<file path="src/rtl/key_tx_queue.sv">
// Queues switch bytes (button) and PS/2 scancodes in a FIFO and paces them out to a UART transmitter.
// Optional build macro KEY_RELEASE_FILTER_EN drops the PS/2 break prefix 8'hF0 and the code after it.
module key_tx_queue #(
    parameter int DATA_W     = 8,
    parameter int DEPTH      = 8,
    parameter int GAP_CYCLES = 16
) (
    input  logic                   clk,
    input  logic                   rst_n,
    input  logic [DATA_W-1:0]      sw,
    input  logic                   btn_pulse,
    input  logic [7:0]             ps2_code,
    input  logic                   ps2_valid,
    output logic [DATA_W-1:0]      tx_data,
    output logic                   tx_start,
    input  logic                   tx_busy,
    output logic [7:0]             last_code,
    output logic [$clog2(DEPTH):0] level,
    output logic                   full,
    output logic                   empty,
    output logic                   overflow
);

    localparam int PTR_W = $clog2(DEPTH);
    localparam int LVL_W = PTR_W + 1;
    localparam int GAP_W = (GAP_CYCLES > 1) ? $clog2(GAP_CYCLES) : 1;
    localparam logic [GAP_W-1:0] GAP_LAST = GAP_W'((GAP_CYCLES > 0) ? GAP_CYCLES - 1 : 0);
    localparam logic [LVL_W-1:0] LVL_FULL = LVL_W'(DEPTH);
    localparam logic [LVL_W-1:0] LVL_ZERO = {LVL_W{1'b0}};

    typedef enum logic [2:0] {
        S_IDLE    = 3'd0,
        S_START   = 3'd1,
        S_WAIT_HI = 3'd2,
        S_WAIT_LO = 3'd3,
        S_GAP     = 3'd4
    } state_t;

    // A zero gap skips the GAP state entirely rather than spending a cycle in it.
    localparam state_t AFTER_FRAME = (GAP_CYCLES > 0) ? S_GAP : S_IDLE;

    state_t            state_q, state_d;
    logic [1:0]        wcnt_q, wcnt_d;
    logic [GAP_W-1:0]  gcnt_q, gcnt_d;
    logic [PTR_W-1:0]  wr_ptr_q, wr_ptr_d, rd_ptr_q, rd_ptr_d;
    logic [LVL_W-1:0]  level_q, level_d;
    logic              full_q, full_d, empty_q, empty_d;
    logic              overflow_q, overflow_d;
    logic              pend_vld_q, pend_vld_d;
    logic [DATA_W-1:0] pend_data_q, pend_data_d;
    logic [7:0]        last_code_q, last_code_d;
    logic [DATA_W-1:0] tx_data_q, tx_data_d;
    logic              tx_start_q, tx_start_d;
    logic [DATA_W-1:0] mem_q [DEPTH];
    logic [DATA_W-1:0] mem_d [DEPTH];

    logic              ps2_accept_s;
    logic              wr_req_s, wr_do_s, rd_en_s, pend_drain_s;
    logic [DATA_W-1:0] wr_data_s;

`ifdef KEY_RELEASE_FILTER_EN
    logic skip_q, skip_d;

    // Break-code filter: F0 arms the skip flag, the following code is swallowed.
    always_comb begin
        skip_d       = skip_q;
        ps2_accept_s = 1'b0;
        if (ps2_valid) begin
            if (ps2_code == 8'hF0) begin
                skip_d = 1'b1;
            end else if (skip_q) begin
                skip_d = 1'b0;
            end else begin
                ps2_accept_s = 1'b1;
            end
        end else begin
            skip_d = skip_q;
        end
    end
`else
    // Every PS/2 strobe is accepted when no filtering is built in.
    always_comb begin
        ps2_accept_s = ps2_valid;
    end
`endif

    // Source arbitration, pending register, FIFO pointers/level and storage.
    always_comb begin
        wr_req_s     = btn_pulse | pend_vld_q;
        wr_data_s    = btn_pulse ? sw : pend_data_q;
        rd_en_s      = (state_q == S_IDLE) && (level_q != LVL_ZERO);
        wr_do_s      = wr_req_s && ((level_q != LVL_FULL) || rd_en_s);
        pend_drain_s = pend_vld_q && !btn_pulse;

        pend_vld_d  = pend_vld_q;
        pend_data_d = pend_data_q;
        if (ps2_accept_s) begin
            pend_vld_d  = 1'b1;
            pend_data_d = DATA_W'(ps2_code);
        end else if (pend_drain_s) begin
            pend_vld_d = 1'b0;
        end else begin
            pend_vld_d = pend_vld_q;
        end

        // Losses: a FIFO write refused while full, or a pending code overwritten before it drained.
        overflow_d  = overflow_q | (wr_req_s & ~wr_do_s) | (ps2_accept_s & pend_vld_q & btn_pulse);
        last_code_d = ps2_accept_s ? ps2_code : last_code_q;

        wr_ptr_d = wr_do_s ? wr_ptr_q + PTR_W'(1'b1) : wr_ptr_q;
        rd_ptr_d = rd_en_s ? rd_ptr_q + PTR_W'(1'b1) : rd_ptr_q;
        case ({wr_do_s, rd_en_s})
            2'b10:   level_d = level_q + LVL_W'(1'b1);
            2'b01:   level_d = level_q - LVL_W'(1'b1);
            default: level_d = level_q;
        endcase
        full_d  = (level_d == LVL_FULL);
        empty_d = (level_d == LVL_ZERO);

        mem_d           = mem_q;
        mem_d[wr_ptr_q] = wr_do_s ? wr_data_s : mem_q[wr_ptr_q];
    end

    // Transmit sequencer: pop, strobe, wait out the frame (with busy timeout), then pace.
    always_comb begin
        state_d    = state_q;
        wcnt_d     = wcnt_q;
        gcnt_d     = gcnt_q;
        tx_start_d = 1'b0;
        tx_data_d  = tx_data_q;
        case (state_q)
            S_IDLE: begin
                if (rd_en_s) begin
                    tx_data_d  = mem_q[rd_ptr_q];
                    tx_start_d = 1'b1;
                    state_d    = S_START;
                end else begin
                    state_d = S_IDLE;
                end
            end
            S_START: begin
                wcnt_d  = 2'd0;
                state_d = S_WAIT_HI;
            end
            S_WAIT_HI: begin
                if (tx_busy) begin
                    state_d = S_WAIT_LO;
                end else if (wcnt_q == 2'd3) begin
                    gcnt_d  = {GAP_W{1'b0}};
                    state_d = AFTER_FRAME;
                end else begin
                    wcnt_d = wcnt_q + 2'd1;
                end
            end
            S_WAIT_LO: begin
                if (!tx_busy) begin
                    gcnt_d  = {GAP_W{1'b0}};
                    state_d = AFTER_FRAME;
                end else begin
                    state_d = S_WAIT_LO;
                end
            end
            S_GAP: begin
                if (gcnt_q == GAP_LAST) begin
                    state_d = S_IDLE;
                end else begin
                    gcnt_d = gcnt_q + GAP_W'(1'b1);
                end
            end
            default: state_d = S_IDLE;
        endcase
    end

    // State and control registers with synchronous active-low reset.
    always_ff @(posedge clk) begin
        if (!rst_n) begin
            state_q     <= S_IDLE;
            wcnt_q      <= 2'd0;
            gcnt_q      <= {GAP_W{1'b0}};
            wr_ptr_q    <= {PTR_W{1'b0}};
            rd_ptr_q    <= {PTR_W{1'b0}};
            level_q     <= LVL_ZERO;
            full_q      <= 1'b0;
            empty_q     <= 1'b1;
            overflow_q  <= 1'b0;
            pend_vld_q  <= 1'b0;
            pend_data_q <= {DATA_W{1'b0}};
            last_code_q <= 8'h00;
            tx_data_q   <= {DATA_W{1'b0}};
            tx_start_q  <= 1'b0;
`ifdef KEY_RELEASE_FILTER_EN
            skip_q      <= 1'b0;
`endif
        end else begin
            state_q     <= state_d;
            wcnt_q      <= wcnt_d;
            gcnt_q      <= gcnt_d;
            wr_ptr_q    <= wr_ptr_d;
            rd_ptr_q    <= rd_ptr_d;
            level_q     <= level_d;
            full_q      <= full_d;
            empty_q     <= empty_d;
            overflow_q  <= overflow_d;
            pend_vld_q  <= pend_vld_d;
            pend_data_q <= pend_data_d;
            last_code_q <= last_code_d;
            tx_data_q   <= tx_data_d;
            tx_start_q  <= tx_start_d;
`ifdef KEY_RELEASE_FILTER_EN
            skip_q      <= skip_d;
`endif
        end
    end

    // FIFO storage needs no reset; stale entries are never read past the level.
    always_ff @(posedge clk) begin
        mem_q <= mem_d;
    end

    assign tx_data   = tx_data_q;
    assign tx_start  = tx_start_q;
    assign last_code = last_code_q;
    assign level     = level_q;
    assign full      = full_q;
    assign empty     = empty_q;
    assign overflow  = overflow_q;

endmodule
</file>
<file path="config.mk">
export PLATFORM = sky130hd
export DESIGN_NAME = key_tx_queue
export DESIGN_NICKNAME = d
export VERILOG_FILES = /design/src/rtl/key_tx_queue.sv
export SDC_FILE = /design/constraint.sdc
export NUM_CORES = 1
export LEC_CHECK = 0
export BUFFER_PORTS_ARGS = -buffer_cell sky130_fd_sc_hd__buf_2
export CORE_MARGIN = 5
export CORE_UTILIZATION = 40
export DETAILED_ROUTE_END_ITERATION = 7
export PLACE_DENSITY_LB_ADDON = 0.3
export SLEW_MARGIN = 20
export SYNTH_ARGS = -nofsm -noshare
export SYNTH_HDL_FRONTEND = slang
export SYNTH_SLANG_ARGS = --single-unit
</file>
<file path="constraint.sdc">
create_clock -name clk -period 2.8 [get_ports clk]
set_clock_uncertainty 0.15 [all_clocks]
set_input_delay 0.56 -clock clk [delete_from_list [all_inputs] [get_ports clk]]
set_output_delay 0.56 -clock clk [all_outputs]
set_load 0.005 [all_outputs]
</file>
==> results of run 1 <==
## worst max-delay path, delay by kind of cell (launching register included)
kind	cells	cell delay, ns
compound gates	3	0.47
xor+xnor	1	0.15
simple gates	1	0.41
mux	2	0.61
fa+ha+maj	2	0.37
flops	1	0.35
buf+inv	1	0.07
## layer usage
| layer | part of all wire | vias to the layer above | track usage | wire, um |
|---|---|---|---|---|
| met5 | 0 | - | 0 | 0 |
| li1 | - | 1517 | - | - |
| met3 | 0.047 | 27 | 0.0353 | 514 |
| met4 | 0.033 | 0 | 0.0728 | 363 |
| met1 | 0.41 | 1593 | 0.188 | 4510 |
| met2 | 0.51 | 76 | 0.266 | 5620 |
## layout by cell type, fill, tap and decap left out, types with 2 or more instances in the layout
cell type	netlist	routed
sky130_fd_sc_hd__nand3_1	5	5
sky130_fd_sc_hd__xnor2_1	4	4
sky130_fd_sc_hd__edfxtp_1	64	64
sky130_fd_sc_hd__o21ai_0	13	12
sky130_fd_sc_hd__a21oi_2	2	3
sky130_fd_sc_hd__nor2_1	27	27
sky130_fd_sc_hd__inv_2	3	3
sky130_fd_sc_hd__clkbuf_1	3	2
sky130_fd_sc_hd__a21oi_1	26	25
sky130_fd_sc_hd__nand2b_1	3	3
sky130_fd_sc_hd__or3_4	1	2
sky130_fd_sc_hd__xor2_1	3	3
sky130_fd_sc_hd__nand2_1	14	14
sky130_fd_sc_hd__mux2i_1	33	33
sky130_fd_sc_hd__dfxtp_1	40	39
sky130_fd_sc_hd__nor3_1	2	2
sky130_fd_sc_hd__mux4_2	25	25
sky130_fd_sc_hd__ha_1	7	5
sky130_fd_sc_hd__nand3b_1	2	2
sky130_fd_sc_hd__and2_1	7	7
sky130_fd_sc_hd__clkbuf_16	0	9
sky130_fd_sc_hd__a211oi_1	8	8
sky130_fd_sc_hd__o21bai_1	2	2
sky130_fd_sc_hd__and3_1	3	3
sky130_fd_sc_hd__o21a_1	2	2
sky130_fd_sc_hd__mux4_1	2	2
sky130_fd_sc_hd__nor3b_2	0	2
sky130_fd_sc_hd__mux2_2	2	2
sky130_fd_sc_hd__buf_2	7	44
sky130_fd_sc_hd__nor2b_1	11	11
sky130_fd_sc_hd__buf_4	6	26
sky130_fd_sc_hd__nor3b_1	6	4
## how the worst max path moves through the flow
stage                                    from                to  slack [ns]  depth (start not counted)
after floorplan           level[1]$_SDFF_PN0_  empty$_SDFF_PN1_       -0.01                         12
after global placement    level[0]$_SDFF_PN0_   full$_SDFF_PN0_        0.17                          9
after detailed placement  level[0]$_SDFF_PN0_  empty$_SDFF_PN1_         0.1                          9
after CTS                 level[0]$_SDFF_PN0_  empty$_SDFF_PN1_        0.08                          9
after global routing      level[0]$_SDFF_PN0_  empty$_SDFF_PN1_      -0.002                         10
final                     level[0]$_SDFF_PN0_  empty$_SDFF_PN1_        0.13                         10
## kinds of logic after synthesis
logic type,count (synthesis),share of synthesized area
xor+xnor,7,0.0123
buf+inv,29,0.0344
simple gates,90,0.102
fa+ha+maj,7,0.0176
compound gates,68,0.0894
mux,63,0.197
flops,104,0.546
## state kept, by name, summed over array words and instances, names as in the netlist, 2 cells and up
name and count:
gcnt_q 4, last_code 8, level 4, mem_q 64, rd_ptr_q 3, state_q 3, tx_data 8, wcnt_q 2
wr_ptr_q 3
## per-stage QoR
stage                     utilization  total power, mW  hold WS (ns)  setup TNS (ns)  area [um2]
final                           0.475             5.00         0.295               0        5760
after detailed placement        0.452             3.86         0.331               0        5480
after global routing            0.475             5.32         0.301        -0.00171        5760
after global placement          0.452             3.84         0.316               0        5480
after floorplan                     -             3.36         0.300         -0.0146        5010
after CTS                       0.474             5.01         0.287               0        5740
## final cells by class
class	instances	area (um2)	area share
flip-flops and latches	104	2720	0.473
multi-input cells	235	2130	0.370
repair buffers	70	415	0.0721
clock buffers	13	245	0.0426
well taps	168	210	0.0365
clock inverters	3	18.8	0.00326
inverters	4	15.0	0.00261
## where the power goes
part           switching (mW)  internal, mW  total (mW)
Combinational           0.931         0.881        1.81
Sequential              0.135          1.91        2.05
Clock                   0.521         0.617        1.14
Total                    1.59          3.41        5.00
==> metrics.yaml, run 1 <==
run_status: "finished clean"
postCtsResizedCells: 0
fmax_mhz: 375
viasPerCell: 5.38
place_ws_ns: 0.0997
worst_hold_path.endpoint: "last_code[1]$_SDFFE_PN0P_"
synth_seq_area_share: 0.546
netlist_top_cells_area: "sky130_fd_sc_hd__edfxtp_1 39%, sky130_fd_sc_hd__dfxtp_1 16%, sky130_fd_sc_hd__mux4_2 11%"
synth-edff-count: 64
area_growth_syn_to_layout_pct: 15.6
crit-reg2reg-capture: "empty$_SDFF_PN1_"
grt_usage: 0.156
worstPathRequired_ns: 2.91
cellPowerDensity_nw_per_um2: 868
timing.reg2reg.worst_path_depth: 10
post-dp-hpwl_mm: 7.62
synth_area_um2: 4980
final.period_utilization: 0.953
n_fill_cell: 1082
drt.antenna.violating_nets: 0
setup_violations: 0
ys_ff_latch: 104
worstReg2RegStart: "level[0]$_SDFF_PN0_"
full_die_area_um2: 14800
cp-start-kind: "flip-flop"
worst_setup_hold_path_clk_slew_ns: 0.07
ctsHoldBuffers: 0
synthesis.nets: 396
syn-instance-count: 368
post_route_cells_drive_above_1_share: 0.310
n_antenna_cell: 0
ys_top_cells_by_count: "64 x sky130_fd_sc_hd__edfxtp_1, 40 x sky130_fd_sc_hd__dfxtp_1, 33 x sky130_fd_sc_hd__mux2i_1, 27 x sky130_fd_sc_hd__nor2_1, 26 x sky130_fd_sc_hd__a21oi_1"
layout.cells.non_filler: 597
largest_incremental_delay_on_the_critical_path_ns: 0.41
std_cell_rows: 40
grt_pass1_wl_mm: 17.5
grt_remaining_overflow: 0
finalCriticalPeriod_ns: 2.67
path_max_fanout: 6
die_height_um: 122
hold_path.startpoint: "ps2_code[1]"
post_synth.cell_area_avg_um2: 13.5
floorplan.io_pins: 45
yosys_warnings: 0
ctsLongestPathBuffers: 2
antenna_found_initial: 0
worst_path_max_delay_cell: "sky130_fd_sc_hd__or3_4"
post-place-cells: 581
r2r_setup_slack_ns: 0.13
gp_congestion: 0.830
slew_violations: 0
hold_path_depth: 3
worst_ir_drop_vdd_uv: 384
cts.sinks: 104
route.final.wire_length_mm: 11.0
cts_inserted_buffers: 9
tritoncts: "built"
crit_arrival_ns: 2.78
ys_types: 59
core_um2: 12100
first_pass_iters: 5
crit_chain: "or3_4 -> o21ai_4 -> inv_2 -> ha_4 -> xor2_1 -> ha_1 -> a21oi_2 -> mux2_4 -> mux2_2 -> o31ai_2"
timing_worst_setup_path_type: "reg -> reg"
wire_per_inst_um: 18.4
synth_top_cell_area_share: 0.386
nets: 452
routed-via-count: 3213
max_slew.worst_pin.slew_ns: 0.708
synth_flop_cell: "sky130_fd_sc_hd__edfxtp_1"
drcViolationCount: 0
io_buffer_count: 44
postCtsSetupRepairBufs: 0
yosys.cell_count.top_type: "sky130_fd_sc_hd__edfxtp_1"
max_transition_margin: 0.528
synth-async-reset-ratio: 0
drv.max_cap_violation_count: 0
timing.hold.worst.class: "in -> reg"
fp.dieW_um: 122
grt_pass1_vias: 3222
static_leakage_nw: 2.10
hold_viol_final: 0
cts.root.buffer_cell: "sky130_fd_sc_hd__clkbuf_16"
drtIter0Drc: 248
synth_top_area_cell: "sky130_fd_sc_hd__edfxtp_1"
htreeDepth: 3
endpoint_kind: "flip-flop"
grt_max_degree: 30
insertion_delay_ns: 0.34
floorplan.initialDensity: 0.411
worst_slack_ns: 0.132
No activity file was read; power rests on OpenSTA's default activity.
==> run 2, diff against run 1 <==
--- a/config.mk
+++ b/config.mk
@@ -5,11 +5,12 @@
 export SDC_FILE = /design/constraint.sdc
 export NUM_CORES = 1
 export LEC_CHECK = 0
-export BUFFER_PORTS_ARGS = -buffer_cell sky130_fd_sc_hd__buf_2
 export CORE_MARGIN = 5
 export CORE_UTILIZATION = 40
 export DETAILED_ROUTE_END_ITERATION = 7
+export DONT_BUFFER_PORTS = 1
 export PLACE_DENSITY_LB_ADDON = 0.3
+export SKIP_CTS_REPAIR_TIMING = 1
 export SLEW_MARGIN = 20
 export SYNTH_ARGS = -nofsm -noshare
 export SYNTH_HDL_FRONTEND = slang
==> metrics.yaml, run 2 (synthesized netlist as in run 1, its figures left out) <==
share_clk_of_total_power: 0.244  # was 0.228
worst_ir_drop_vdd_uv: 349  # was 384 uV
leading_cell_types_in_the_layout_fill_and_taps_excluded: "64 x sky130_fd_sc_hd__edfxtp_1, 39 x sky130_fd_sc_hd__dfxtp_1, 33 x sky130_fd_sc_hd__mux2i_1"  # was 64 x sky130_fd_sc_hd__edfxtp_1, 44 x sky130_fd_sc_hd__buf_2, 39 x sky130_fd_sc_hd__dfxtp_1
cp-start-kind: "flip-flop"  # unchanged
max_transition_margin: 0.495  # was 0.528
final_core_util: 0.458  # was 0.475
setup_violations: 0  # unchanged
route.final.wire_length_mm: 10.6  # was 11.0 mm
worstPathBufferInverterCount: 1  # unchanged
grt_pass1_vias: 3025  # was 3222
drcViolationCount: 0  # unchanged
static_leakage_nw: 1.90  # was 2.10 nW
post-place-cells: 535  # was 581
worst_path_max_delay_cell: "sky130_fd_sc_hd__or3_4"  # unchanged
io_buffer_count: 0  # was 44
insertion_delay_ns: 0.34  # about the same
run_status: "finished clean"  # unchanged
cellPowerDensity_nw_per_um2: 897  # was 868 nW/um2
most_common_library_cell_in_the_layout_ignoring_fill_and_taps: "sky130_fd_sc_hd__edfxtp_1"  # unchanged
cts.sinks: 104  # unchanged
ctsLongestPathBuffers: 2  # unchanged
core_um2: 12100  # unchanged
worst_setup_hold_path_clk_slew_ns: 0.07  # about the same
full_die_area_um2: 14800  # unchanged
crit_chain: "or3_4 -> o21ai_4 -> inv_2 -> ha_4 -> xor2_1 -> ha_1 -> a21oi_2 -> mux2_4 -> mux2_2 -> o31ai_2"  # unchanged
worst_slack_ns: 0.169  # was 0.132 ns
hold_viol_final: 0  # unchanged
max_flop_register: "mem_q"  # unchanged
tritoncts: "built"  # unchanged
netSwitchingFraction: 0.319  # was 0.317
slew_violations: 0  # unchanged
endpoint_kind: "flip-flop"  # unchanged
floorplan.io_pins: 45  # unchanged
std_cell_rows: 40  # unchanged
cts.root.buffer_cell: "sky130_fd_sc_hd__clkbuf_16"  # unchanged
fmax_mhz: 380  # was 375 MHz
timing_worst_setup_path_type: "reg -> reg"  # unchanged
floorplan.initialDensity: 0.411  # unchanged
finalCriticalPeriod_ns: 2.63  # was 2.67 ns
share_of_power_burned_in_registers: 0.419  # was 0.410
path_max_fanout: 6  # unchanged
timing.hold.worst.class: "in -> reg"  # unchanged
fp.dieW_um: 122  # unchanged
grt_max_degree: 30  # unchanged
post_route_cells_drive_above_1_share: 0.227  # was 0.310
drtIter0Drc: 149  # was 248
largest_reg_flops: 64  # unchanged
cts_inserted_buffers: 9  # unchanged
htreeDepth: 3  # unchanged
viasPerCell: 5.45  # was 5.38
gp_congestion: 0.768  # was 0.830
place_ws_ns: 0.154  # was 0.0997 ns
layout.cells.non_filler: 551  # was 597
grt_usage: 0.151  # was 0.156
final.period_utilization: 0.940  # was 0.953
totalNegativeSetupSlack_ns: 0  # unchanged
die_height_um: 122  # unchanged
worstPathRequired_ns: 2.92  # was 2.91 ns
antenna_found_initial: 0  # unchanged
post-dp-hpwl_mm: 7.41  # was 7.62 mm
largest_incremental_delay_on_the_critical_path_ns: 0.41  # about the same
n_antenna_cell: 0  # unchanged
wire_per_inst_um: 19.3  # was 18.4 um
crit_arrival_ns: 2.75  # was 2.78 ns
grt_pass1_wl_mm: 16.8  # was 17.5 mm
max_slew.worst_pin.slew_ns: 0.756  # was 0.708 ns
nets: 406  # was 452
critPathTopFamily: "multiplexers"  # unchanged
area_growth_syn_to_layout_pct: 11.4  # was 15.6%
grt_remaining_overflow: 0  # unchanged
final.hold.worst_slack_ns: 0.129  # was 0.295 ns
drv.max_cap_violation_count: 0  # unchanged
drt.antenna.violating_nets: 0  # unchanged
rsz0062_at_grt: "false"
net-switching-power_mw: 1.59  # about the same
p_comb_frac: 0.337  # was 0.362
first_pass_iters: 4  # was 5
routed-via-count: 3001  # was 3213
p_int_mw: 3.39  # was 3.41 mW
==> run 2: path summary, 6_finish.rpt <==
path                                  to                    from  slack [ns]  depth (start not counted)
hold reg to reg   gcnt_q[3]$_SDFFE_PN0P_  gcnt_q[3]$_SDFFE_PN0P_        0.35                          1
hold / removal          empty$_SDFF_PN1_                   rst_n        0.13                          1
setup / recovery        empty$_SDFF_PN1_     level[0]$_SDFF_PN0_        0.17                         10
setup reg to reg        empty$_SDFF_PN1_     level[0]$_SDFF_PN0_        0.17                         10
==> run 2: cell type report <==
class / instances / area, um2
Tap cell: 168 / 210
Fill cell: 1094 / 6560
Timing Repair Buffer: 24 / 180
Multi-Input combinational cell: 235 / 2130
Inverter: 4 / 15.0
Clock buffer: 11 / 254
Clock inverter: 5 / 38.8
Sequential cell: 104 / 2720
==> run 2: metal layers <==
metal | up-vias | GRT usage | part of all wire
met5 | - | 0 | 0
met4 | 0 | 0.0665 | 0.023
met3 | 15 | 0.0306 | 0.043
met2 | 58 | 0.264 | 0.52
met1 | 1504 | 0.180 | 0.41
li1 | 1424 | - | -
==> run 2: power by group through the flow <==
stage	combinational, mW	clock (mW)	sequential (mW)
6_report	1.68	1.21	2.09
5_1_grt	1.85	1.30	2.12
4_1_cts	1.68	1.24	2.09
3_5_place_dp	1.67	0	2.12
3_3_place_gp	1.64	0	2.11
2_1_floorplan	1.30	0	2.06
==> run 2: metrics by stage <==
step	power (mW)	instance area, um2
6_report	4.98	5550
5_1_grt	5.27	5550
4_1_cts	5.01	5540
3_3_place_gp	3.75	5250
2_1_floorplan	3.36	5010
3_5_place_dp	3.79	5250
